**config.mk**
```make
export PLATFORM = sky130hd
export DESIGN_NAME = ex_muldiv_unit
export DESIGN_NICKNAME = d
export VERILOG_FILES = /design/src/rtl/ex_muldiv_unit_pkg.sv /design/src/rtl/ex_muldiv_unit_md_iter_core.sv /design/src/rtl/ex_muldiv_unit.sv
export SDC_FILE = /design/constraint.sdc
export NUM_CORES = 1
export LEC_CHECK = 0
export CORE_MARGIN = 2
export CORE_UTILIZATION = 53
export DETAILED_ROUTE_END_ITERATION = 8
export GPL_TIMING_DRIVEN = 0
export PLACE_DENSITY = 0.76
export SLEW_MARGIN = 20
export SYNTH_ARGS = -nofsm -noshare
export SYNTH_HDL_FRONTEND = slang
export SYNTH_SLANG_ARGS = --single-unit
```
**constraint.sdc**
```tcl
create_clock -name clk -period 6.67 [get_ports clk]
set_input_delay 1.6675 -clock clk [delete_from_list [all_inputs] [get_ports clk]]
set_output_delay 1.6675 -clock clk [all_outputs]
set_load 0.01 [all_outputs]
```
**src/rtl/ex_muldiv_unit_pkg.sv**
```systemverilog
// ex_muldiv_unit_pkg: shared opcode, read-select and state encodings for the EX mul/div unit
package ex_muldiv_unit_pkg;
  localparam int ISA_WIDTH = 32;
  localparam int MD_OP_WIDTH = 3;
  localparam logic [MD_OP_WIDTH-1:0] MD_OP_NONE  = 3'd0;
  localparam logic [MD_OP_WIDTH-1:0] MD_OP_MULT  = 3'd1;
  localparam logic [MD_OP_WIDTH-1:0] MD_OP_MULTU = 3'd2;
  localparam logic [MD_OP_WIDTH-1:0] MD_OP_DIV   = 3'd3;
  localparam logic [MD_OP_WIDTH-1:0] MD_OP_DIVU  = 3'd4;
  localparam logic [MD_OP_WIDTH-1:0] MD_OP_MTHI  = 3'd5;
  localparam logic [MD_OP_WIDTH-1:0] MD_OP_MTLO  = 3'd6;
  localparam logic [1:0] MD_RD_NONE = 2'd0;
  localparam logic [1:0] MD_RD_HI   = 2'd1;
  localparam logic [1:0] MD_RD_LO   = 2'd2;
  typedef enum logic {MD_IDLE = 1'b0, MD_BUSY = 1'b1} md_state_t;
  // Opcode 0 and the reserved opcode 7 behave as NONE.
  function automatic logic md_op_valid(input logic [MD_OP_WIDTH-1:0] op);
    return (op >= MD_OP_MULT) && (op <= MD_OP_MTLO);
  endfunction
endpackage

```
**src/rtl/ex_muldiv_unit_md_iter_core.sv**
```systemverilog
// md_iter_core: one radix-2 step, shift-add multiply or restoring divide on a {hi,lo} pair
module md_iter_core #(
  parameter int WIDTH = 32
) (
  input  logic             i_div,
  input  logic [WIDTH-1:0] i_hi,
  input  logic [WIDTH-1:0] i_lo,
  input  logic [WIDTH-1:0] i_op2,
  output logic [WIDTH-1:0] o_hi,
  output logic [WIDTH-1:0] o_lo
);
  logic [WIDTH:0]   w_sum;
  logic [WIDTH:0]   w_shift;
  logic [WIDTH-1:0] w_diff;
  logic             w_ge;
  // Multiply: add the multiplicand when the multiplier LSB is set, then shift the pair right.
  assign w_sum   = {1'b0, i_hi} + (i_lo[0] ? {1'b0, i_op2} : '0);
  // Divide: shift the next dividend bit into the remainder and subtract when it fits.
  // A full-width compare keeps divide-by-zero yielding all-ones quotient and remainder = dividend.
  assign w_shift = {i_hi, i_lo[WIDTH-1]};
  assign w_ge    = w_shift >= {1'b0, i_op2};
  assign w_diff  = w_shift[WIDTH-1:0] - i_op2;
  assign o_hi    = i_div ? (w_ge ? w_diff : w_shift[WIDTH-1:0]) : w_sum[WIDTH:1];
  assign o_lo    = i_div ? {i_lo[WIDTH-2:0], w_ge} : {w_sum[0], i_lo[WIDTH-1:1]};
endmodule

```
**src/rtl/ex_muldiv_unit.sv**
```systemverilog
// ex_muldiv_unit: iterative MULT/MULTU/DIV/DIVU with HI/LO registers, MTHI/MTLO and stall request
module ex_muldiv_unit
  import ex_muldiv_unit_pkg::*;
#(
  parameter int WIDTH = ISA_WIDTH,
  parameter int CNT_WIDTH = 6
) (
  input  logic                   clk,
  input  logic                   rst_n,
  input  logic                   ex_no_op,
  input  logic [MD_OP_WIDTH-1:0] ex_md_op,
  input  logic [1:0]             ex_md_read,
  input  logic [WIDTH-1:0]       ex_operand_1,
  input  logic [WIDTH-1:0]       ex_operand_2,
  output logic                   md_busy,
  output logic                   md_stall,
  output logic [WIDTH-1:0]       md_read_data,
  output logic [WIDTH-1:0]       hi_out,
  output logic [WIDTH-1:0]       lo_out
);
  md_state_t            r_state;
  logic                 r_busy;
  logic [CNT_WIDTH-1:0] r_cnt;
  logic [WIDTH-1:0]     r_hi;
  logic [WIDTH-1:0]     r_lo;
  logic [WIDTH-1:0]     r_acc_hi;
  logic [WIDTH-1:0]     r_acc_lo;
  logic [WIDTH-1:0]     r_op2;
  logic                 r_div;
  logic                 r_neg_hi;
  logic                 r_neg_lo;
  logic                 w_valid;
  logic                 w_iter_op;
  logic                 w_is_div;
  logic                 w_signed;
  logic                 w_s1;
  logic                 w_s2;
  logic [WIDTH-1:0]     w_mag1;
  logic [WIDTH-1:0]     w_mag2;
  logic                 w_read_valid;
  logic                 w_last;
  logic [WIDTH-1:0]     w_step_hi;
  logic [WIDTH-1:0]     w_step_lo;
  logic [2*WIDTH-1:0]   w_prod;
  logic [2*WIDTH-1:0]   w_prod_fix;
  logic [WIDTH-1:0]     w_res_hi;
  logic [WIDTH-1:0]     w_res_lo;

  assign w_valid      = ~ex_no_op & md_op_valid(ex_md_op);
  assign w_iter_op    = w_valid & (ex_md_op <= MD_OP_DIVU);
  assign w_is_div     = (ex_md_op == MD_OP_DIV) | (ex_md_op == MD_OP_DIVU);
  assign w_signed     = (ex_md_op == MD_OP_MULT) | (ex_md_op == MD_OP_DIV);
  assign w_s1         = w_signed & ex_operand_1[WIDTH-1];
  assign w_s2         = w_signed & ex_operand_2[WIDTH-1];
  assign w_mag1       = w_s1 ? -ex_operand_1 : ex_operand_1;
  assign w_mag2       = w_s2 ? -ex_operand_2 : ex_operand_2;
  assign w_read_valid = (ex_md_read == MD_RD_HI) | (ex_md_read == MD_RD_LO);
  assign w_last       = r_cnt == CNT_WIDTH'(WIDTH - 1);

  md_iter_core #(.WIDTH(WIDTH)) u_core (
    .i_div (r_div),
    .i_hi  (r_acc_hi),
    .i_lo  (r_acc_lo),
    .i_op2 (r_op2),
    .o_hi  (w_step_hi),
    .o_lo  (w_step_lo)
  );

  // Sign fixup: the product negates as one double-width value, quotient and remainder independently.
  assign w_prod     = {w_step_hi, w_step_lo};
  assign w_prod_fix = r_neg_lo ? -w_prod : w_prod;
  assign w_res_hi   = r_div ? (r_neg_hi ? -w_step_hi : w_step_hi) : w_prod_fix[2*WIDTH-1:WIDTH];
  assign w_res_lo   = r_div ? (r_neg_lo ? -w_step_lo : w_step_lo) : w_prod_fix[WIDTH-1:0];

  assign md_busy      = r_busy;
  assign md_stall     = r_busy & ~ex_no_op & (md_op_valid(ex_md_op) | w_read_valid);
  assign md_read_data = (~ex_no_op & (ex_md_read == MD_RD_HI)) ? r_hi :
                        (~ex_no_op & (ex_md_read == MD_RD_LO)) ? r_lo : '0;
  assign hi_out       = r_hi;
  assign lo_out       = r_lo;

  // Control FSM: accept ops while idle, iterate while busy, commit HI/LO on the final step.
  always_ff @(posedge clk or negedge rst_n) begin
    if (!rst_n) begin
      r_state  <= MD_IDLE;
      r_busy   <= 1'b0;
      r_cnt    <= '0;
      r_hi     <= '0;
      r_lo     <= '0;
      r_acc_hi <= '0;
      r_acc_lo <= '0;
      r_op2    <= '0;
      r_div    <= 1'b0;
      r_neg_hi <= 1'b0;
      r_neg_lo <= 1'b0;
    end else if (r_state == MD_IDLE) begin
      if (w_iter_op) begin
        r_state  <= MD_BUSY;
        r_busy   <= 1'b1;
        r_cnt    <= '0;
        r_acc_hi <= '0;
        r_acc_lo <= w_mag1;
        r_op2    <= w_mag2;
        r_div    <= w_is_div;
        r_neg_hi <= w_is_div & w_s1;
        r_neg_lo <= (w_s1 ^ w_s2) & ~(w_is_div & (ex_operand_2 == '0));
      end else if (w_valid & (ex_md_op == MD_OP_MTHI)) begin
        r_hi <= ex_operand_1;
      end else if (w_valid & (ex_md_op == MD_OP_MTLO)) begin
        r_lo <= ex_operand_1;
      end
    end else begin
      r_acc_hi <= w_step_hi;
      r_acc_lo <= w_step_lo;
      r_cnt    <= r_cnt + 1'b1;
      if (w_last) begin
        r_hi    <= w_res_hi;
        r_lo    <= w_res_lo;
        r_state <= MD_IDLE;
        r_busy  <= 1'b0;
      end
    end
  end
endmodule

```
==> metrics.md <==
| Metric | Value |
|---|---|
| Status | complete, no violations |
| # DRC | 0 |
| Worst r2r dst | hi_out[12]$_DFFE_PN0P_ |
| Die height | 176 µm |
| Final wirelength | 67700 µm |
| Hold WS | 0.479 ns |
| Area fraction of the dominant cell type after synthesis | between 20% and 30% |
| I/O Buffers | 167 |
| CTS tree | yes |
| Vias after detailed routing | 17801 |
| Worst reg2reg setup slack | 0.09 ns |
| GRT Util Overall | 43.2% |
| Post-synthesis async set-or-reset flop share | 100% |
| Pre-CTS setup slack | -1.71 ns |
| Final Setup Violations | 0 |
| CTS H-tree lvls | 4 |
| Mapped Cells | 2081 |
| 1st-iter DRT viols | ~2700 |
| Yosys top cell by area | dfrtp_1 |
| Clk pin slew, worst setup/hold paths | around 0.070 ns |
| Non-Filler Instances | 2674 |
| Post-Syn Area per Cell | 7.55 µm² |
| Layout cells sized above 1 | under 10% |
| Die span in x | ~180 µm |
| Worst Tran Pin Value | 1.04 ns |
| WS Path Type | reg -> reg |
| Clock sink count | 171 |
| Synthesized area | 15700 µm² |
| Final Max Tran Viols | 0 |
| I/O pins | 170 |
| RSZ-0062 raised after global routing | false |
| Critical path, cell by cell | ha_1 -> buf_2 -> nand4_1 -> nor4_1 -> a21oi_1 -> o221a_2 -> buf_2 -> a21oi_1 -> a21oi_1 -> ha_1 -> o21ai_0 -> or3_1 -> nor2_1 -> nand3_1 -> or3_1 -> nand2_1 -> nor2_1 -> nor3_1 -> a21oi_1 -> xor2_1 -> mux2i_1 -> o21ai_0 |
| Worst clock skew | 0.0166 ns |
| Post-synth EDFFs | 0 |
| Worst Setup SP | r_acc_hi[17]$_DFFE_PN0P_ |
| Layout Utilization | between 60% and 70% |
| Remaining Overflow, GRT | 0 |
| CP startpoint kind | flop |
| Gpl congestion | 1.08 |
| RR Startpoint | r_acc_hi[17]$_DFFE_PN0P_ |
| Max_slew headroom | between 30 and 40% |
| Largest net degree at the start of global routing | 71 |
| Max-Cap Viols | 0 |
| ANT nets after route | 0 |
| Worst Path Arrival | 6.96 ns |
| Reg2Reg Depth | 22 |
| Num rows | 63 |
| Clk root buf | clkbuf_16 |
| Most instantiated library cell after synthesis | nand2_1 |
| Initial antenna violation count | 3 |
| Worst-Skew Late Latency | 0.46 ns |
| Final worst path period share | 98.7% |
| Unique masters post-synth | 91 |
| Vias in the first global route | 16389 |
| Critical Path Sink | hi_out[12]$_DFFE_PN0P_ |
| Total core area | 29400 µm² |
| Max clock buf depth | 2 |
| Largest cells by area after synthesis | dfrtp_1 (27%), o21ai_0 (6.8%), a21oi_1 (6.6%) |
| Pre-antenna DRT Iters | 7 |
| Top cells by instance count after synthesis | nand2_1 (259), o21ai_0 (214), a21oi_1 (207) |
| Vias per cell | 6.66 |
| Crit path max fanout | 10 |
| Nets | 2414 |
| Synth-to-layout area growth | 17.8% |
| Synthesis-stage register bit count | 171 |
| Placed cell count | approximately 2600 |
| Most frequent CP cell | a21oi_1 |
| Hold Crit Class | reg -> reg |
| CP max stage delay | 0.84 ns |
| First-pass GRT wire length | 101000 µm |
| Num CTS Buffers | 17 |
| Final hold viol count | 0 |
| PnR worst setup slack | 0.0854 ns |
| CP Capture Type | flop |
| Routed WL per cell | 25.3 µm |
| Synth Net Count | about 2200 |
| Initial Util | 53.5% |
| Minimum clock period | 6.58 ns |
| Die area | approximately 31000 µm² |
| Dpl hpwl | 54600 µm |
| Crit path required time | 7.05 ns |
| Hold buffers post-CTS | 0 |
| Critical-path top delay cell | a21oi_1 |
| Ys Warns | 0 |
| Fmax | 0.152 GHz |
| Post-synthesis sequential area ratio | 27.2% |
| Ys flop type | dfrtp_1 |
-- worst min path at each step --
stage,startpoint,to,depth (start not counted)
4_1_cts,r_op2[22]$_DFFE_PN0P_,r_op2[22]$_DFFE_PN0P_,2
5_1_grt,r_op2[22]$_DFFE_PN0P_,r_op2[22]$_DFFE_PN0P_,2
3_3_place_gp,r_op2[22]$_DFFE_PN0P_,r_op2[22]$_DFFE_PN0P_,2
2_1_floorplan,r_cnt[5]$_DFFE_PN0P_,r_cnt[5]$_DFFE_PN0P_,1
6_report,r_op2[24]$_DFFE_PN0P_,r_op2[24]$_DFFE_PN0P_,2
3_5_place_dp,r_op2[22]$_DFFE_PN0P_,r_op2[22]$_DFFE_PN0P_,2
-- what timing repair did --
| item | CTS | global route |
|---|---|---|
| pin swaps | 0 | 1 |
| setup buffers | 0 | 3 |
| endpoints found under the setup margin | 27 | 5 |
| resized for setup | 6 | 3 |
| gates cloned | 0 | 0 |
-- sequential cells by signal (all words and copies together), names as in the netlist --
register  flops
r_neg_hi      1
r_acc_lo     32
md_busy       1
r_op2        32
r_cnt         6
lo_out       32
r_state       1
hi_out       32
r_div         1
r_acc_hi     32
r_neg_lo      1
-- cell families after synthesis --
logic type | count (synthesis) | synth area share (%)
buf+inv | 194 | 4.82
xor+xnor | 157 | 8.75
flops | 171 | 27.2
simple gates | 723 | 21.6
compound gates | 706 | 28.0
fa+ha+maj | 73 | 5.91
mux | 57 | 3.73
-- critical path, delay by kind of cell, from the launching register on --
family	cells	cell delay [ns]
compound gates	7	2.07
xor+xnor	1	0.21
fa+ha+maj	2	0.62
buf+inv	2	0.45
flops	1	0.45
mux	1	0.13
simple gates	9	2.59
-- metrics by stage --
step           setup TNS (ns)  area (µm²)
6_report                    0       18500
5_1_grt                     0       18500
4_1_cts                     0       18500
3_5_place_dp           -27.43       17900
3_3_place_gp          -550.85       17900
2_1_floorplan               0       15700
-- cells in the final DEF, fill, tap and decap left out, drive strengths merged, types with 6 or more instances in the layout --
cell type / count
nand2: 262
o21ai: 223
a21oi: 209
nor2: 204
dfrtp: 171
clkdlybuf4s50: 166
clkbuf: 110
xnor2: 91
inv: 79
ha: 71
xor2: 66
nor3: 49
nand3: 45
mux2i: 44
o211ai: 39
a22o: 34
buf: 33
o31ai: 32
a31oi: 26
or3: 24
nor2b: 20
nand4: 20
o22ai: 18
a211oi: 18
a21o: 17
and2: 17
o21a: 15
and3: 14
nand2b: 14
mux2: 13
nor4: 13
or2: 11
o41ai: 8
nor3b: 8
o21bai: 6
a221oi: 6
or4: 6
-- layer usage --
layer	GRT usage [%]	share of wire (%)	up-vias
li1	-	-	7888
met1	60.0	40	8421
met2	60.8	40	1281
met3	16.5	16	209
met4	15.4	3.8	2
met5	0	0.019	-
-- final cells by class --
cell class / instances / area, µm²
tap: 390 / 488
buffer: 118 / 479
clock inverter: 13 / 108
multi-input combinational: 1716 / 10700
inverter: 73 / 274
sequential: 171 / 4280
antenna: 2 / 5.00
fill: 2741 / 10900
timing repair buffer: 172 / 1750
clock buffer: 19 / 433
Power is left out: the tool's default activity adds up to more than one toggle a clock period on the data nets, which glitch-free logic cannot reach.
